### src/rtl/mic_screen_pkg.sv
// Shared constants and types for the animated microphone-test screen.
// Covers RGB565 colours, meter geometry and the enums used by the art and blink logic.
package mic_screen_pkg;

  localparam logic [15:0] C_BLACK  = 16'h0000;
  localparam logic [15:0] C_WHITE  = 16'hFFFF;
  localparam logic [15:0] C_GREEN  = 16'h07E0;
  localparam logic [15:0] C_YELLOW = 16'hFFE0;
  localparam logic [15:0] C_RED    = 16'hF800;
  localparam logic [15:0] C_DGREY  = 16'h4208;
  localparam logic [15:0] C_LIGHT  = 16'hC618;
  localparam logic [15:0] C_DARK   = 16'h7BEF;

  localparam logic [6:0] BAR_X0       = 7'd84;
  localparam logic [6:0] BAR_X1       = 7'd91;
  localparam logic [5:0] BAR_Y0       = 6'd58;
  localparam int         BAR_PITCH    = 4;
  localparam logic [6:0] SCREEN_X_MAX = 7'd95;

  typedef enum logic [1:0] {ART_NONE, ART_OUTLINE, ART_LIGHT, ART_DARK} art_class_e;
  typedef enum logic {BLINK_SHOW, BLINK_HIDE} blink_e;

endpackage

### src/rtl/mic_screen_art.sv
// Static artwork lookup: maps a pixel position to a microphone sprite class and a "MIC TEST" caption hit.
// The logic is purely combinational, so the top module registers the result in its first pipeline stage.
module mic_screen_art
  import mic_screen_pkg::*;
(
  input  logic [6:0]  x_i,
  input  logic [5:0]  y_i,
  output art_class_e  class_o,
  output logic        caption_o
);

  // 3x5 glyphs, row-major with the MSB at the top-left; caption text is "MIC TEST"
  function automatic logic [14:0] glyph_bits(input logic [2:0] idx);
    case (idx)
      3'd0:    glyph_bits = 15'b101_111_111_101_101;
      3'd1:    glyph_bits = 15'b111_010_010_010_111;
      3'd2:    glyph_bits = 15'b111_100_100_100_111;
      3'd3:    glyph_bits = 15'b000_000_000_000_000;
      3'd5:    glyph_bits = 15'b111_100_110_100_111;
      3'd6:    glyph_bits = 15'b111_100_111_001_111;
      default: glyph_bits = 15'b111_010_010_010_010;
    endcase
  endfunction

  logic [4:0]  cx;
  logic [2:0]  row;
  logic [14:0] gbits;
  int          bit_idx;

  always_comb begin
    cx        = 5'(x_i - 7'd8);
    row       = 3'(y_i - 6'd54);
    gbits     = glyph_bits(cx[4:2]);
    bit_idx   = 14 - (int'(row) * 3 + int'(cx[1:0]));
    caption_o = 1'b0;
    if (x_i >= 7'd8 && x_i <= 7'd39 && y_i >= 6'd54 && y_i <= 6'd58 && cx[1:0] != 2'd3)
      caption_o = gbits[4'(bit_idx)];
  end

  // Sprite: grilled capsule head, narrow stem, flat base
  always_comb begin
    class_o = ART_NONE;
    if (x_i >= 7'd40 && x_i <= 7'd55 && y_i >= 6'd8 && y_i <= 6'd31) begin
      if (x_i == 7'd40 || x_i == 7'd55 || y_i == 6'd8 || y_i == 6'd31)
        class_o = ART_OUTLINE;
      else if (y_i[1:0] == 2'b10)
        class_o = ART_DARK;
      else
        class_o = ART_LIGHT;
    end else if (x_i >= 7'd46 && x_i <= 7'd49 && y_i >= 6'd32 && y_i <= 6'd43) begin
      class_o = (x_i == 7'd46 || x_i == 7'd49) ? ART_OUTLINE : ART_DARK;
    end else if (x_i >= 7'd38 && x_i <= 7'd57 && y_i >= 6'd44 && y_i <= 6'd47) begin
      class_o = ART_OUTLINE;
    end
  end

endmodule

### src/rtl/mic_meter_screen.sv
// Microphone-test screen renderer: per-frame meter/peak/clip/blink state plus a 2-stage pixel pipeline.
// Stage 1 captures art class, caption and bar colour from the current state; stage 2 picks the final colour.
module mic_meter_screen
  import mic_screen_pkg::*;
#(
  parameter int LEVEL_W      = 12,
  parameter int N_BARS       = 8,
  parameter int BLINK_FRAMES = 30,
  parameter int DECAY_FRAMES = 4,
  parameter int CLIP_FRAMES  = 15
) (
  input  logic               CLOCK,
  input  logic               RESET_N,
  input  logic               enable,
  input  logic               frame_begin,
  input  logic               pixel_valid,
  input  logic [6:0]         x,
  input  logic [5:0]         y,
  input  logic [LEVEL_W-1:0] mic_level,
  output logic [15:0]        oled_data,
  output logic               oled_valid
);

  localparam int LOG2   = $clog2(N_BARS);
  localparam int LIT_W  = LOG2 + 1;
  localparam int DEC_W  = $clog2(DECAY_FRAMES + 1);
  localparam int BLK_W  = $clog2(BLINK_FRAMES + 1);
  localparam int CLIP_W = $clog2(CLIP_FRAMES + 1);

  logic [LIT_W-1:0]  lit_q, peak_q, lit_d, peak_dec_d;
  logic [DEC_W-1:0]  decay_q;
  logic [CLIP_W-1:0] clip_q;
  logic [BLK_W-1:0]  blink_cnt_q;
  blink_e            blink_q;

  always_comb begin
    lit_d      = (mic_level == '0) ? '0 : {1'b0, mic_level[LEVEL_W-1 -: LOG2]} + LIT_W'(1);
    peak_dec_d = (peak_q - LIT_W'(1) > lit_d) ? peak_q - LIT_W'(1) : lit_d;
  end

  // Frame-rate state, including the SHOW/HIDE caption FSM; enable=0 overrides everything
  always_ff @(posedge CLOCK or negedge RESET_N) begin
    if (!RESET_N) begin
      lit_q <= '0; peak_q <= '0; decay_q <= '0; clip_q <= '0;
      blink_cnt_q <= '0; blink_q <= BLINK_SHOW;
    end else if (!enable) begin
      lit_q <= '0; peak_q <= '0; decay_q <= '0; clip_q <= '0;
      blink_cnt_q <= '0; blink_q <= BLINK_SHOW;
    end else if (frame_begin) begin
      lit_q <= lit_d;
      if (lit_d >= peak_q) begin
        peak_q  <= lit_d;
        decay_q <= '0;
      end else if (decay_q == DEC_W'(DECAY_FRAMES - 1)) begin
        peak_q  <= peak_dec_d;
        decay_q <= '0;
      end else begin
        decay_q <= decay_q + DEC_W'(1);
      end
      if (&mic_level)        clip_q <= CLIP_W'(CLIP_FRAMES);
      else if (clip_q != '0) clip_q <= clip_q - CLIP_W'(1);
      if (blink_cnt_q == BLK_W'(BLINK_FRAMES - 1)) begin
        blink_cnt_q <= '0;
        blink_q     <= (blink_q == BLINK_SHOW) ? BLINK_HIDE : BLINK_SHOW;
      end else begin
        blink_cnt_q <= blink_cnt_q + BLK_W'(1);
      end
    end
  end

  art_class_e art_cls;
  logic       cap_hit;

  mic_screen_art u_art (
    .x_i       (x),
    .y_i       (y),
    .class_o   (art_cls),
    .caption_o (cap_hit)
  );

  logic [5:0]       bar_dist, bar_k, bar_row;
  logic [LIT_W-1:0] k_lit;
  logic             oob, bar_hit_d, cap_d;
  logic [15:0]      bar_col_d;

  always_comb begin
    oob       = x > SCREEN_X_MAX;
    bar_dist  = BAR_Y0 - y;
    bar_k     = bar_dist / 6'(BAR_PITCH);
    bar_row   = bar_dist % 6'(BAR_PITCH);
    k_lit     = LIT_W'(bar_k);
    bar_hit_d = (x >= BAR_X0) && (x <= BAR_X1) && (y <= BAR_Y0) &&
                (bar_row != 6'(BAR_PITCH - 1)) && (bar_k < 6'(N_BARS));
    cap_d     = cap_hit && (blink_q == BLINK_SHOW) && !oob;
    if (k_lit < lit_q) begin
      if (clip_q != '0)                     bar_col_d = C_RED;
      else if (k_lit < LIT_W'(N_BARS / 2))     bar_col_d = C_GREEN;
      else if (k_lit < LIT_W'(3 * N_BARS / 4)) bar_col_d = C_YELLOW;
      else                                  bar_col_d = C_RED;
    end else if (peak_q > lit_q && k_lit == peak_q - LIT_W'(1)) begin
      bar_col_d = C_WHITE;
    end else begin
      bar_col_d = C_DGREY;
    end
  end

  logic        v1_q, bar_hit1_q, cap1_q;
  logic [15:0] bar_col1_q, pix_col_d;
  art_class_e  cls1_q;

  always_comb begin
    if (bar_hit1_q)                pix_col_d = bar_col1_q;
    else if (cap1_q)               pix_col_d = C_WHITE;
    else if (cls1_q == ART_OUTLINE) pix_col_d = C_WHITE;
    else if (cls1_q == ART_LIGHT)   pix_col_d = C_LIGHT;
    else if (cls1_q == ART_DARK)    pix_col_d = C_DARK;
    else                           pix_col_d = C_BLACK;
  end

  always_ff @(posedge CLOCK or negedge RESET_N) begin
    if (!RESET_N) begin
      v1_q <= 1'b0; bar_hit1_q <= 1'b0; cap1_q <= 1'b0;
      bar_col1_q <= C_BLACK; cls1_q <= ART_NONE;
      oled_valid <= 1'b0; oled_data <= C_BLACK;
    end else begin
      v1_q       <= pixel_valid;
      bar_hit1_q <= bar_hit_d && !oob;
      cap1_q     <= cap_d;
      bar_col1_q <= bar_col_d;
      cls1_q     <= oob ? ART_NONE : art_cls;
      oled_valid <= v1_q;
      if (v1_q) oled_data <= pix_col_d;
    end
  end

endmodule

### config.mk
export PLATFORM = sky130hd
export DESIGN_NAME = mic_meter_screen
export DESIGN_NICKNAME = d
export VERILOG_FILES = /design/src/rtl/mic_screen_pkg.sv /design/src/rtl/mic_screen_art.sv /design/src/rtl/mic_meter_screen.sv
export SDC_FILE = /design/constraint.sdc
export NUM_CORES = 1
export LEC_CHECK = 0
export ABC_AREA = 0
export CORE_MARGIN = 2
export CORE_UTILIZATION = 60
export CTS_CLUSTER_SIZE = 10
export DETAILED_ROUTE_END_ITERATION = 7
export HOLD_SLACK_MARGIN = 0.02
export PLACE_DENSITY = 0.86
export SETUP_SLACK_MARGIN = 0.5
export SLEW_MARGIN = 20
export SYNTH_ARGS = -nofsm -noshare
export SYNTH_HDL_FRONTEND = slang
export SYNTH_SLANG_ARGS = --single-unit
### constraint.sdc
create_clock -name CLOCK -period 3.58 [get_ports CLOCK]
set_clock_uncertainty 0.2 [all_clocks]
set_input_delay 0.895 -clock CLOCK [delete_from_list [all_inputs] [get_ports CLOCK]]
set_output_delay 0.895 -clock CLOCK [all_outputs]
set_load 0.05 [all_outputs]
After elaboration in Yosys (flattened, before gate mapping)

Cells that the tools add are included.

$add $sub $neg: 10
Multiply operators: 1
$lt $le $gt $ge: 27
Equality and inequality tests: 24
Muxes and demuxes: 45
Bitwise gates (word level): 1
Reductions and logical operators: 33

Operators by type and width:

| operator                                                          | count |
|---|---|
| 2-to-1 mux 16 bit                                                 | 8 |
| one-hot mux 15 bit (6 select lines)                               | 1 |
| 2-to-1 mux 4 bit                                                  | 12 |
| equality test 7 x 6 -> 1 bit, second input constant               | 4 |
| less-or-equal comparator 7 x 6 -> 1 bit, second input constant    | 4 |
| greater-or-equal comparator 7 x 6 -> 1 bit, second input constant | 3 |
| logical AND 1 bit                                                 | 21 |
| greater-or-equal comparator 6 bit, second input constant          | 3 |
| less-or-equal comparator 6 bit, second input constant             | 3 |
| 2-to-1 mux 15 bit                                                 | 1 |
| 2-to-1 mux 5 bit                                                  | 3 |
| zero test 12 bit                                                  | 1 |
| 2-to-1 mux 3 bit                                                  | 4 |
| AND reduction 12 bit                                              | 1 |
| 2-to-1 mux 11 bit                                                 | 1 |
| 2-to-1 mux 2 bit                                                  | 5 |
| equality test 3 x 2 -> 1 bit, second input constant               | 3 |
| 2-to-1 mux 1 bit                                                  | 9 |
| > comparator 4 bit                                                | 2 |
| < comparator 4 x 3 -> 1 bit, second input constant                | 2 |
| subtractor 4 x 1 -> 4 bit, second input constant                  | 2 |
| greater-or-equal comparator 7 x 4 -> 1 bit, second input constant | 1 |
| greater-or-equal comparator 7 bit, second input constant          | 1 |
| > comparator 7 bit, second input constant                         | 1 |
| other kinds (34)                                                  | 45 |

Bits in registers: 59
Bits of input ports: 30

Depth between registers and ports, before layout

Depth in word-level cells: 10
Depth in mapped cells: 11

Modules after synthesis

A second synthesis with hierarchy kept.

Cell total of the unflattened synthesis: 403
Area total of the unflattened synthesis: 3483.3 um^2

By module, submodules not included:

| module           | times used | cells an instance | area each (um^2) | sequential area each (um^2) |
|---|---|---|---|---|
| mic_meter_screen | 1          | 275               | 2582.5           | 1051.0 |
| mic_screen_art   | 1          | 128               | 900.9            | 0.0 |

Least setup slack after synthesis

Ideal clock, no wire load.

Kind: input to register
From: in y[0]
To: reg cap1_q
Arrival time: 2963 ps
Required time: 3315 ps
Slack: 351 ps
Stages on the path: 10
Path buffers: 2
Cells stage by stage: ha_1 -> clkbuf_1 -> inv_1 -> fa_1 -> clkbuf_1 -> nor2_1 -> a221oi_1 -> a31oi_1 -> a31oi_1 -> o211a_1

Longest elaborated chain between the ends: 10
Elaborated cells on any way between the ends: 15
Classes of those cells: 3 x add/sub; 1 x mul; 2 x order compare; 4 x mux; 5 x reduce/logical

RTL lines:

| element                                             | line                    | source |
|---|---|---|
| start: declaration                                  | mic_meter_screen.sv:18  | `input logic [5:0] y,` |
| subtractor 3 bit                                    | mic_screen_art.sv:32    | `row = 3'(y_i - 6'd54);` |
| multiplier 3 x 2 -> 4 bit                           | mic_screen_art.sv:34    | `bit_idx = 14 - (int'(row) * 3 + int'(cx[1:0]));` |
| adder 4 x 3 -> 4 bit                                | mic_screen_art.sv:34    |  |
| subtractor 2 x 4 -> 4 bit                           | mic_screen_art.sv:34    |  |
| binary-select mux 1 bit (select 4 bit)              | mic_screen_art.sv:37    | `caption_o = gbits[4'(bit_idx)];` |
| 2-to-1 mux 1 bit (not written as such) (2 in a row) | mic_screen_art.sv:37    |  |
| 2-to-1 mux 1 bit (*)                                | mic_screen_art.sv:36    | `if (x_i >= 7'd8 && x_i <= 7'd39 && y_i >= 6'd54 && y_i <= 6'd58 && cx[1:0] != 2'd3)` |
| logical AND 1 bit (*) (2 in a row)                  | mic_meter_screen.sv:94  | `cap_d = cap_hit && (blink_q == BLINK_SHOW) && !oob;` |
| net cap_d                                           | mic_meter_screen.sv:83  | `logic oob, bar_hit_d, cap_d;` |
| end signal: assignment                              | mic_meter_screen.sv:128 | `cap1_q <= cap_d;` |
| end: declaration                                    | mic_meter_screen.sv:107 | `logic v1_q, bar_hit1_q, cap1_q;` |

Mark *: on every way through the listed nets, which the timed path passes. The rest lies on a longest branch. The select of a mux whose other input is x is not followed.
A chain may end at the register's enable or synchronous reset.

Worst setup path in the final report

From: in mic_level[8]
To: reg peak_q[2]

Longest elaborated chain between the ends: 8
Elaborated cells on any way between the ends: 11
Classes of those cells: 2 x order compare; 1 x eq/ne; 6 x mux; 2 x reduce/logical

RTL lines:

| element                | line                   | source |
|---|---|---|
| start: declaration     | mic_meter_screen.sv:19 | `input logic [LEVEL_W-1:0] mic_level,` |
| zero test 12 bit (*)   | mic_meter_screen.sv:37 | `lit_d = (mic_level == '0) ? '0 : {1'b0, mic_level[LEVEL_W-1 -: LOG2]} + LIT_W'(1);` |
| 2-to-1 mux 4 bit (*)   | mic_meter_screen.sv:37 |  |
| > comparator 4 bit     | mic_meter_screen.sv:38 | `peak_dec_d = (peak_q - LIT_W'(1) > lit_d) ? peak_q - LIT_W'(1) : lit_d;` |
| 2-to-1 mux 4 bit       | mic_meter_screen.sv:38 |  |
| 2-to-1 mux 4 bit       | mic_meter_screen.sv:54 | `end else if (decay_q == DEC_W'(DECAY_FRAMES - 1)) begin` |
| 2-to-1 mux 4 bit       | mic_meter_screen.sv:51 | `if (lit_d >= peak_q) begin` |
| 2-to-1 mux 4 bit       | mic_meter_screen.sv:49 | `end else if (frame_begin) begin` |
| 2-to-1 mux 4 bit       | mic_meter_screen.sv:46 | `end else if (!enable) begin` |
| end signal: assignment | mic_meter_screen.sv:52 | `peak_q <= lit_d;` |
| end signal: assignment | mic_meter_screen.sv:55 | `peak_q <= peak_dec_d;` |
| end: declaration       | mic_meter_screen.sv:30 | `logic [LIT_W-1:0] lit_q, peak_q, lit_d, peak_dec_d;` |

Every way passes the cells marked *; elsewhere a longest branch is shown, timed or not. The select of a mux whose other input is x is not followed.

==> impl.org <==
** Run status
- Status :: completed

** CTS
- Hold repair after CTS inserted 0 buffers.
- Clock edge transition at the registers on the reported setup and hold paths :: 0.09 ns
- Max Buffers Root-to-Sink :: 2
- Clock tree from TritonCTS :: done
- Inserted Clock Buffers :: 5
- Root buffer cell :: clkbuf_8
- At the later pin of the worst-skew pair, clock insertion delay measures ~0.30 ns.
- Clock Sinks :: 42
- # H-tree levels :: 2

** Setup path
- Peak fanout along the critical path :: 3
- STA classifies the critical path endpoint as a register.
- Category of the critical setup timing path :: in2reg
- Required time of the worst setup path :: 3.61 ns
- In this design, the stage delay of the slowest critical-path cell is between 0.3 and 0.4 ns.
- Data on the critical path arrives at its endpoint at 3.17 ns.
- The cell family contributing the most delay on the critical path is compound AO/OA/AOI/OAI gates.
- Critical Path, Cell by Cell :: dlygate4sd2_1, nor4_4, buf_4, a31oi_4, ha_1, a21boi_1, o211ai_1, nand3_2, buf_6, o31a_1, o22ai_2
- Slowest cell on the critical path :: o211ai_1
- The number of buffers and inverters on the critical path is 3.
- CP startpoint kind :: input port

** Final layout
- Antenna Diode Count :: 0
- Net count of the finished layout :: approximately 540
- Leaving out filler cells and counting taps, the final layout contains ~550.
- Layout cells sized above 1 :: 28.3%
- From synthesis to final layout, the design area changed by 34.7%.

** Logic synthesis
- Cell count after synthesis :: 390
- For this run, the leading register cell type out of synthesis is dfrtp_1.
- Number of library cell types mapped by synthesis :: 63
- Post-synthesis async set-or-reset flop share :: between 90% and 100%
- Fraction of the yosys area taken by sequential cells :: 30.9%
- In this run, synthesis inferred 0 flip-flops with an integrated enable.
- Yosys Warn Count :: 0
- Synthesis-stage register bit count :: 42
- Each instance of the synthesized netlist takes up on average roughly 8.7 um^2.
- Post-synthesis instance area :: 3400 um^2
- When the netlist entered floorplanning its net count stood at between 400 and 500.

** GRT
- Initial antenna violation count :: 0
- The number of global-route vias before repair was 3,371.
- Across every metal layer, demand over resource in global routing totals between 30% and 40%.
- Entering global routing, the biggest net connects 43 pins.
- Total overflow reported by the global router :: 0
- The first global-routing pass estimated 15,400 um of wire.

** STA
- Hold Slack :: approximately 0.3 ns
- Setup violations remaining at the end of the flow were counted as 0.
- Setup repair after global routing could not meet its margin everywhere.
- Based on the critical path, the design can be clocked at up to 319 MHz.
- Count of final hold-check violations :: 0
- Headroom to the max-slew limit came out at 37.9%.
- Max-slew violation total from the final report :: 0
- Subtracting the final worst setup slack from the clock period gives 3.14 ns.
- The worst path meets setup with between 0.4 and 0.5 ns of slack.
- Transition time at the pin with the least slew margin :: 0.931 ns
- Dividing the final minimum period by the clock period gives roughly 88%.

** Place
- The HPWL after detailed placement is 6370 um.
- Weighted congestion at the end of routability-driven global placement :: 0.878
- Cell count after placement :: roughly 530
- Worst slack after detailed placement :: -0.180 ns
- Quantity of I/O buffers inserted on ports :: 46

** Route
- Total vias in the final route :: 3,557
- In the routed design, unresolved DRC markers number 0.
- The pre-antenna-repair detailed-routing pass consisted of 6 iterations.
- WL per Instance :: between 15 and 20 um
- Initial drt markers :: 405
- Summed over all layers, the routed wires come to 10,600 um.
- DRT antenna net count :: 0
- Vias per std cell :: 6.53

** Floorplan
- The die is a little under 80 um tall.
- The initial utilization of the core area, before any placement, comes to 62.1%.
- For this design the top-level I/O count stands at 47.
- The floorplan has 27 rows.
- The die covers 6280 um^2.
- Die Wd :: 79.2 um
- Core area :: roughly 5500 um^2

** Pwr
- Standby leakage power :: 2.11 nW
- Power spread over the standard cell area amounts to 515 nW/um^2.
- Across the VDD grid, the largest voltage drop is 262 uV.

** Worst hold path
- Worst hold path class :: reg2reg

** Job
- Max-cap violations :: 0
[path summary, 6_finish.rpt]
check                               start              to  slack [ns]  cells past startpoint
setup / recovery             mic_level[8]       peak_q[2]        0.44                     11
hold / removal             blink_cnt_q[4]  blink_cnt_q[4]        0.30                      1
setup reg to reg                peak_q[0]       peak_q[2]        0.55                     10
hold reg to reg            blink_cnt_q[4]  blink_cnt_q[4]        0.30                      1
max in group asynchronous         RESET_N  blink_cnt_q[3]        2.07                      1
min in group asynchronous         RESET_N   bar_col1_q[3]        0.53                      1
[worst reg2reg max path: stages (launching register included)]
cell	delay, ns
dfrtp_1	0.55
inv_1	0.19
ha_1	0.29
xor2_1	0.30
ha_1	0.31
and4_1	0.20
a21oi_2	0.18
nand3_2	0.15
buf_6	0.17
o31a_1	0.31
o22ai_2	0.12
[power by group]
group	internal (W)	total [W]	switching (W)
Clock	0.000155	0.000332	0.000176
Combinational	0.000608	0.00140	0.000793
Sequential	0.000555	0.000625	0.0000698
Total	0.00132	0.00236	0.00104
[registers in the layout, indices dropped and copies added, names as in the netlist]
name	cells
oled_data	9
bar_col1_q	6
blink_cnt_q	5
clip_q	4
lit_q	4
peak_q	4
decay_q	3
cls1_q	2
bar_hit1_q	1
blink_q	1
cap1_q	1
oled_valid	1
v1_q	1
[layout make-up]
cell class | count | area [um^2]
Clock buffer | 6 | 82.6
Clock inverter | 2 | 12.5
Fill cell | 321 | 897
Inverter | 45 | 169
Multi-Input combinational cell | 282 | 2370
Sequential cell | 42 | 1050
Tap cell | 72 | 90.1
Timing Repair Buffer | 96 | 805
[timing repair]
item / in CTS / in global routing
hold endpoints to repair: 0 / 0
pin swaps: 27 / 25
buffers inserted: 9 / 2
endpoints found under the setup margin: 13 / 15
resized for setup: 57 / 62
[cells in the mapped netlist (2+ instances only)]
cell type	count	area share, %
and3b_1	2	0.52
and3_1	3	0.55
nor4_1	5	0.92
mux2i_1	6	1.8
buf_4	9	2.0
buf_6	3	0.99
inv_1	44	4.9
o2111ai_1	2	0.52
a211o_1	2	0.52
or3_1	2	0.37
a31oi_1	11	2.0
ha_1	39	14
nand3_1	9	1.3
a21o_1	4	0.88
nor2b_1	3	0.55
nand2b_1	5	0.92
o211ai_1	8	1.8
nor3_1	8	1.2
o21ai_0	24	3.5
nor2_1	21	2.3
a211oi_1	2	0.44
a21oi_1	21	3.1
dfrtp_1	42	31
clkbuf_1	7	0.77
and3_2	2	0.44
fa_1	2	1.2
and2_1	3	0.55
nand4_1	8	1.5
o22ai_1	12	2.2
nand2_1	32	3.5
nand3b_1	2	0.44
xnor2_1	9	2.3
o221ai_1	3	0.77
a221oi_1	2	0.52
xor2_1	4	1.0
a21boi_0	2	0.44
[placed cells by master (no fill, tap or decap), types with 8 or more instances in the layout]
cell type,instances
inv_1,38
dfrtp_1,42
nand4_1,8
o211ai_1,8
clkdlybuf4s50_1,23
nor2_1,19
o22ai_1,8
nand2_1,30
ha_1,31
a21oi_1,18
o21ai_0,23
nor3_1,8
a31oi_1,9
clkbuf_2,13
buf_4,44
[kinds of logic (layout without fill, tap and decap cells)]
group	count (synthesis)	after routing	synth area share, %
and+or+nand+nor	113	113	17.3
AOI/OAI and AO/OA	107	107	21.1
buffers and inverters	66	149	8.99
DFF	42	42	30.9
adders and majority gates	41	41	15.5
xor gates and xnor gates	14	14	4.01
muxes	7	7	2.10
[per-layer routing]
metal | track usage (%) | wire (um) | share of wire, % | vias up
met2 | 56.3 | 5250 | 50 | 233
met4 | 12.9 | 576 | 5.5 | 0
met5 | 0 | 0 | 0 | -
met1 | 36.6 | 3830 | 36 | 1677
li1 | - | - | - | 1565
met3 | 5.57 | 906 | 8.6 | 82
[per-stage QoR]
step | instance area, um^2 | TNS [ns] | utilization (%) | power, W
after floorplan | 3420 | 0 | - | 0.00138
after global placement | 4110 | -0.134 | 75.1 | 0.00165
after detailed placement | 4110 | -0.630 | 75.1 | 0.00172
after CTS | 4450 | 0 | 81.2 | 0.00216
after global routing | 4580 | 0 | 83.6 | 0.00246
final | 4580 | 0 | 83.6 | 0.00236
(Power assumes the default switching activity.)
